File: src/rtl/layer_stream_sequencer.sv
// Host-side stream partner for one fully connected layer: buffers an N-word input vector,
// streams it out, collects M results. Optional cycle counter: define LAYER_SEQ_CYCLE_COUNT_EN.
module layer_stream_sequencer #(
  parameter int unsigned M    = 13,
  parameter int unsigned N    = 16,
  parameter int unsigned T    = 32,
  parameter int unsigned logN = $clog2(N + 1),
  parameter int unsigned logM = $clog2(M + 1)
) (
  input  logic            clk,
  input  logic            reset,
  input  logic            host_wr_en,
  input  logic [logN-1:0] host_wr_addr,
  input  logic [T-1:0]    host_wr_data,
  input  logic            start,
  output logic            busy,
  output logic            done,
  input  logic [logM-1:0] rd_addr,
  output logic [T-1:0]    rd_data,
  output logic            m_valid,
  input  logic            m_ready,
  output logic [T-1:0]    m_data,
  input  logic            s_valid,
  output logic            s_ready,
  input  logic [T-1:0]    s_data
`ifdef LAYER_SEQ_CYCLE_COUNT_EN
  ,
  output logic [31:0]     cycle_count
`endif
);

  localparam int unsigned NIdxW = (N > 1) ? $clog2(N) : 1;
  localparam int unsigned MIdxW = (M > 1) ? $clog2(M) : 1;
  localparam logic [logN-1:0] NCnt  = logN'(N);
  localparam logic [logN-1:0] NLast = logN'(N - 1);
  localparam logic [logM-1:0] MCnt  = logM'(M);
  localparam logic [logM-1:0] MLast = logM'(M - 1);

  // StLoad is a one-cycle spacer so the first word appears two cycles after start.
  typedef enum logic [1:0] {StIdle, StLoad, StSend, StRecv} state_e;

  state_e          state_q, state_d;
  logic [T-1:0]    x_q   [N];
  logic [T-1:0]    res_q [M];
  logic [logN-1:0] send_idx_q, send_idx_d;
  logic [logM-1:0] recv_idx_q, recv_idx_d;
  logic            m_valid_q, m_valid_d;
  logic [T-1:0]    m_data_q, m_data_d;
  logic            done_q, done_d;
  logic [T-1:0]    rd_data_q;
  logic            start_ok, x_we, res_we;

  assign busy     = (state_q != StIdle);
  assign start_ok = (state_q == StIdle) && start;
  assign x_we     = host_wr_en && !busy && (host_wr_addr < NCnt) && !reset;
  assign res_we   = (state_q == StRecv) && s_valid && !reset;

  assign done    = done_q;
  assign m_valid = m_valid_q;
  assign m_data  = m_data_q;
  assign s_ready = (state_q == StRecv);
  assign rd_data = rd_data_q;

  always_comb begin
    state_d    = state_q;
    send_idx_d = send_idx_q;
    recv_idx_d = recv_idx_q;
    m_valid_d  = m_valid_q;
    m_data_d   = m_data_q;
    done_d     = done_q;
    unique case (state_q)
      StIdle: begin
        if (start) begin
          state_d    = StLoad;
          done_d     = 1'b0;
          send_idx_d = '0;
          recv_idx_d = '0;
        end
      end
      StLoad: state_d = StSend;
      StSend: begin
        if (!m_valid_q) begin
          m_valid_d = 1'b1;
          m_data_d  = x_q[send_idx_q[NIdxW-1:0]];
        end else if (m_ready) begin
          if (send_idx_q == NLast) begin
            m_valid_d = 1'b0;
            state_d   = StRecv;
          end else begin
            send_idx_d = send_idx_q + 1'b1;
            m_data_d   = x_q[send_idx_d[NIdxW-1:0]];
          end
        end
      end
      StRecv: begin
        if (s_valid) begin
          if (recv_idx_q == MLast) begin
            state_d = StIdle;
            done_d  = 1'b1;
          end else begin
            recv_idx_d = recv_idx_q + 1'b1;
          end
        end
      end
      default: state_d = StIdle;
    endcase
  end

  always_ff @(posedge clk) begin
    if (reset) begin
      state_q    <= StIdle;
      send_idx_q <= '0;
      recv_idx_q <= '0;
      m_valid_q  <= 1'b0;
      m_data_q   <= '0;
      done_q     <= 1'b0;
    end else begin
      state_q    <= state_d;
      send_idx_q <= send_idx_d;
      recv_idx_q <= recv_idx_d;
      m_valid_q  <= m_valid_d;
      m_data_q   <= m_data_d;
      done_q     <= done_d;
    end
  end

  // Buffers are deliberately left out of reset.
  always_ff @(posedge clk) begin
    if (x_we) begin
      x_q[host_wr_addr[NIdxW-1:0]] <= host_wr_data;
    end
    if (res_we) begin
      res_q[recv_idx_q[MIdxW-1:0]] <= s_data;
    end
  end

  always_ff @(posedge clk) begin
    if (reset) begin
      rd_data_q <= '0;
    end else if (rd_addr < MCnt) begin
      rd_data_q <= res_q[rd_addr[MIdxW-1:0]];
    end else begin
      rd_data_q <= '0;
    end
  end

`ifdef LAYER_SEQ_CYCLE_COUNT_EN
  logic [31:0] cyc_q;

  always_ff @(posedge clk) begin
    if (reset) begin
      cyc_q <= '0;
    end else if (start_ok) begin
      cyc_q <= '0;
    end else if (busy) begin
      cyc_q <= cyc_q + 32'd1;
    end
  end

  assign cycle_count = cyc_q;
`endif

endmodule

File: config.mk
export PLATFORM = sky130hd
export DESIGN_NAME = layer_stream_sequencer
export DESIGN_NICKNAME = d
export VERILOG_FILES = /design/src/rtl/layer_stream_sequencer.sv
export SDC_FILE = /design/constraint.sdc
export NUM_CORES = 1
export LEC_CHECK = 0
export BUFFER_PORTS_ARGS = -buffer_cell sky130_fd_sc_hd__buf_2
export CORE_MARGIN = 2
export CORE_UTILIZATION = 55
export CTS_BUF_LIST = sky130_fd_sc_hd__clkbuf_2 sky130_fd_sc_hd__clkbuf_4 sky130_fd_sc_hd__clkbuf_8
export CTS_CLUSTER_DIAMETER = 40
export DETAILED_ROUTE_END_ITERATION = 8
export GPL_TIMING_DRIVEN = 0
export HOLD_SLACK_MARGIN = 0.12
export PLACE_DENSITY = 0.72
export SKIP_CTS_REPAIR_TIMING = 1
export SYNTH_ARGS = -nofsm -noshare
export SYNTH_HDL_FRONTEND = slang
export SYNTH_SLANG_ARGS = --single-unit
File: constraint.sdc
create_clock -name clk -period 13.59 [get_ports clk]
set_clock_uncertainty 0.15 [all_clocks]
set_input_delay 1.359 -clock clk [delete_from_list [all_inputs] [get_ports clk]]
set_output_delay 1.359 -clock clk [all_outputs]
set_load 0.02 [all_outputs]
# Word level (Yosys, flattened, before mapping)
# Memory sizes are Yosys's and may differ from the RTL's. A register that Yosys moved wholly into a read port is not among the register bits.
# Cells that the tools add are included.
word_totals:
  reg_bits: 45
  ramBits: 928
  output_inout_bits: 68
  elab_cells: 77
  n_memories: 2
memory_table:
  columns: ["memory", "depth", "width", "read_ports", "rd_clocked_by_memory_dff", "write_ports", "line_no", "text"]
  rows:
  - ["x_q", 16, 32, 2, 1, 1, "43", "logic [T-1:0] x_q [N];"]
  - ["res_q", 13, 32, 1, 1, 1, "44", "logic [T-1:0] res_q [M];"]
op_classes:
  n_addsub: 2
  n_lt_le_gt_ge: 2
  n_eq_ne: 15
  n_mux: 32
  bitwise: 1
  n_reduce_logical: 17
op_table:
  columns: ["op", "count"]
  rows:
  - ["32-bit two-way mux", 3]
  - ["4-bit two-way mux", 5]
  - ["5-bit two-way mux", 4]
  - ["2-bit inequality test (second input constant)", 9]
  - ["2-bit two-way mux", 6]
  - ["1-bit two-way mux", 10]
  - ["5-bit case mux with 2 select lines", 1]
  - ["2-bit case mux with 4 select lines", 1]
  - ["4-bit case mux with 2 select lines", 1]
  - ["4-bit AND reduction", 2]
  - ["6-bit AND reduction", 1]
  - ["2-bit nonzero test", 3]
  - ["5-bit by 1-bit adder with 5-bit output (second input constant)", 1]
  - ["5-bit by 4-bit equality test with 1-bit output (second input constant)", 1]
  - ["1-bit logical AND", 5]
  - ["5-bit less-than comparator (second input constant)", 1]
  - ["5-bit AND reduction", 1]
  - ["4-bit by 1-bit adder with 4-bit output (second input constant)", 1]
  - ["2-bit equality test (second input constant)", 2]
  - ["4-bit equality test (second input constant)", 1]
  - ["4-bit less-than comparator (second input constant)", 1]
  - ["3-bit AND reduction", 1]
  - ["2-bit by 1-bit equality test with 1-bit output (second input constant)", 1]
  - ["1-bit logical NOT", 2]
  - ["5 further kinds", 5]

# Longest topological paths before layout
logic_depth:
  ltp_word: 7
  depth_mapped: 9
  ltp_nobuf: 8

# Worst setup path before layout
# No wires, ideal clock.
synth_path:
  path_type: "in2reg"
  startpoint: "input reset"
  endpoint: "memory x_q[2][0] (enable)"
  setup_time_ns: 0.461
  t_arrival_ns: 4.621
  required_ns: 12.979
  path_slack_ns: 8.358
  path_stages: 4
  path_buffers: 1
  cell_sequence: "clkbuf_1 > or4b_1 > or3_1 > nor3_1"
synth_between:
  elab_chain_cells: 4
synth_lines:
  columns: ["item", "line_no", "text"]
  rows:
  - ["start, declared", "11", "input logic reset,"]
  - ["1-bit logical NOT", "55", "assign x_we = host_wr_en && !busy && (host_wr_addr < NCnt) && !reset;"]
  - ["1-bit logical AND", "55", null]
  - ["1-bit two-way mux", "129", "if (x_we) begin"]
  - ["1-bit two-way mux (implied by the code)", "130", "x_q[host_wr_addr[NIdxW-1:0]] <= host_wr_data;"]
  - ["end, declared", "43", null]
# Every way passes these cells.

# Final worst setup path
layout_path:
  startpoint: "register state_q[0]"
  endpoint: "output busy"
layout_between:
  elab_chain_cells: 1
layout_lines:
  columns: ["item", "line_no", "text"]
  rows:
  - ["start, declared", "42", "state_e state_q, state_d;"]
  - ["start signal, assigned", "111", "state_q <= StIdle;"]
  - ["start signal, assigned", "118", "state_q <= state_d;"]
  - ["2-bit nonzero test", "53", "assign busy = (state_q != StIdle);"]
  - ["end, declared", "16", "output logic busy,"]
# Every way passes these cells.

==> results.md <==
* Status: finished clean
* CTS root buffer: clkbuf_8
* Row count at slightly above 100
* Mux cell area share after synthesis at 0.213
* Number of global-route vias before repair at between 20000 and 25000
* HP Class: flop to flop
* Detailed Route WL at 110 mm
* Synth Area in Compound Gates at 0.0383
* F_max at about 0.27 GHz
* Worst-Margin Slew at roughly 1.1 ns
* Critical path, cell by cell: inv_1 > ha_1 > inv_1 > buf_2
* Final Slew Violations at 0
* CP Max Fanout at 4
* Leak at about 16 nW
* FFs w/ async S/R, synth at 0
* HPWL after DPL at around 71 mm
* CTS Buf Count at 166
* Startpoint types: flop
* Worst vdd ir at roughly 0.11 mV
* Layout area overhead at 15.3%
* # DRC at 0
* # port buffers at ~140
* Via count at between 20000 and 25000
* Flops & latches, synth at roughly 1000
* TritonCTS clock tree: built
* Setup violations, final at 0
* XOR/XNOR Fraction of Synth Area at 0.000415
* Drt pass-1 iters at 5
* Crit-path max cell delay at 0.39 ns
* Share of cells above drive strength 1 at 0.351
* Total Routing Usage GR at 0.281
* Nets@finish at ~2600
* Routed len/inst at roughly 30 microns
* Fin crit period at approximately 3.7 ns
* Core area at ~0.076 sq mm
* Clock Latency Late Sink at just over 0.8 ns
* Post-route ant nets at 0
* Synth warnings at 0
* Simple-gate share of the synthesized area at 0.0280
* Final cycle utilization of the critical path at 0.270
* Netlist cell types at 45
* CP arrival at about 2.2 ns
* Top FF cell, synth: edfxtp_1
* Setup CP Type: flop to primary output
* Clock-pin slew on the worst setup and hold paths at 0.06 ns
* Delay-heaviest family, CP: buffers and inverters
* RD Place Congestion at just under 0.9
* Die width at roughly 280 microns
* Sequential fraction of the synthesis area at 0.699
* Slowest CP cell: inv_1
* Max-Cap Viols at 0
* Syn Area/Cell at roughly 20 sq um
* Initial antenna violation count at 12
* Crit path top cell by count: inv_1
* Grt total ovfl at 0
* Core occupancy in the finished layout at 0.641
* Largest family of logic cells by synthesized area: multiplexers
* Die Y at ~280 microns
* Die area at 0.0789 sq mm
* Via density at 6.49
* 1st-iter DRT viols at 2845
* CP endpoint kind: primary output
* Hold violation count in the final report at 0
* Initial cell density of the core at 0.556
* Clk sinks at about 1000
* Buf/Inv on CP at 3
* Syn Inst Count at about 2100
* Mapped Nets at about 2200
* I/O pin count at between 100 and 150
* Clock Tree Buf Depth at 3
* Post-synth EDFFs at ~930
* First-pass GRT wire length at between 150 and 200 mm
* Cell Pwr Density at roughly 140 mW/mm^2
* Total negative slack at 0 ns
* Adder-Cell Fraction of Synth Area at 0.00297
* Max-slew headroom at 0.284
* Post-synthesis cell area at between 0.04 and 0.05 sq mm
* RSZ-0062 raised after global routing: false
* Htree depth at 4
* Crit path required time at ~12 ns
* Largest net degree at the start of global routing at 25
==> cells by family after synthesis <==
kind of cell	Yosys count
buf+inv	158
mux	496
simple gates	231
compound gates	218
flops	1009
fa+ha+maj	10
xor+xnor	2
==> flip-flops by register name, indices dropped and copies added, names as in the netlist, named ones only <==
signal	flops
recv_idx_q	4
m_valid	1
send_idx_q	5
rd_data	32
state_q	2
x_q	512
m_data	32
res_q	416
done	1
==> stage by stage <==
stage / instance area (sq um) / instances / setup WS (ns) / total power, mW / hold slack [ns]
after CTS: 48600 / 3648 / 9.92 / 6.78 / 0.360
after detailed placement: 45200 / 3343 / 9.19 / 4.08 / 0.349
after global routing: 48600 / 3651 / 9.84 / 6.96 / 0.387
after floorplan: 42200 / 2124 / 8.36 / 3.84 / 0.304
after global placement: 44200 / 3295 / 5.05 / 4.05 / 0.340
final: 48600 / 3656 / 9.92 / 6.75 / 0.362
==> tightest hold or removal path, cell delays in order (launching register included) <==
cell and delay (ns):
dfxtp_1 0.31, a21oi_1 0.11, nor3_1 0.05
==> layout by cell type (no fill, tap or decap), types with 4 or more instances in the layout <==
cell,count
edfxtp_1,928
a311oi_1,32
nor2_1,57
a211oi_1,33
nand3_1,22
nand2b_1,9
buf_6,16
clkbuf_8,182
buf_8,5
mux4_2,320
a22oi_1,33
o22a_1,17
and3_1,5
mux2_2,15
and2_2,9
a31oi_1,15
inv_8,5
dfxtp_1,81
a21oi_1,44
clkbuf_1,65
buf_16,9
a221oi_1,18
buf_12,19
ha_1,10
buf_2,204
diode_2,8
inv_1,11
clkbuf_4,75
clkinv_2,11
buf_1,4
nor2_4,14
clkinv_1,18
o21ai_0,6
o32a_1,15
mux2i_1,161
buf_4,13
nor3_2,6
nor2b_1,67
nand2_1,26
==> cell usage after synthesis (6+ instances only) <==
library cell  number  share of area
edfxtp_1         928           0.66
mux4_2           320           0.17
mux2i_1          161          0.038
dfxtp_1           81          0.038
nor2_1            71         0.0063
nor2b_1           67         0.0099
clkbuf_1          65         0.0058
buf_2             63         0.0075
a21oi_1           44         0.0052
a211oi_1          33         0.0059
a22oi_1           33         0.0059
a311oi_1          32         0.0066
nand2_1           26         0.0023
nand3_1           22         0.0026
a221oi_1          18         0.0037
o22a_1            17         0.0035
a31oi_1           15         0.0022
mux2_2            15         0.0040
o32a_1            15         0.0036
and2_1            12         0.0018
inv_1             11        0.00098
ha_1              10         0.0030
buf_4              9         0.0016
nand2b_1           9         0.0013
nor3_1             8        0.00095
o21ai_0            6        0.00071
==> layout make-up <==
cell class | count | area (sq um)
Fill cell | 5128 | 27300
Clock buffer | 257 | 3070
Tap cell | 1030 | 1290
Sequential cell | 1009 | 29500
Inverter | 12 | 45.0
Multi-Input combinational cell | 957 | 12100
Buffer | 146 | 733
Timing Repair Buffer | 189 | 1530
Antenna cell | 8 | 20.0
Clock inverter | 48 | 405
==> path summary, 6_finish.rpt <==
kind              startpoint          to  slack, ns  depth (start not counted)
setup / recovery  state_q[0]        busy       9.92                          4
hold / removal          done        done       0.36                          2
setup reg to reg  state_q[0]  x_q[7][24]       9.94                          7
hold reg to reg         done        done       0.36                          2
==> where the power goes <==
| part | internal [mW] | total [mW] | switching [mW] |
|---|---|---|---|
| logic | 0.183 | 0.540 | 0.357 |
| clock network | 1.51 | 2.73 | 1.21 |
| registers | 3.44 | 3.48 | 0.0419 |
==> layer usage <==
metal	global-route usage	vias up	part of all wire
met3	0.0712	284	0.11
met4	0.108	10	0.034
met5	0	-	0.00058
li1	-	9716	-
met2	0.460	1555	0.50
met1	0.365	12157	0.36
No activity file was read; power rests on OpenSTA's default activity.
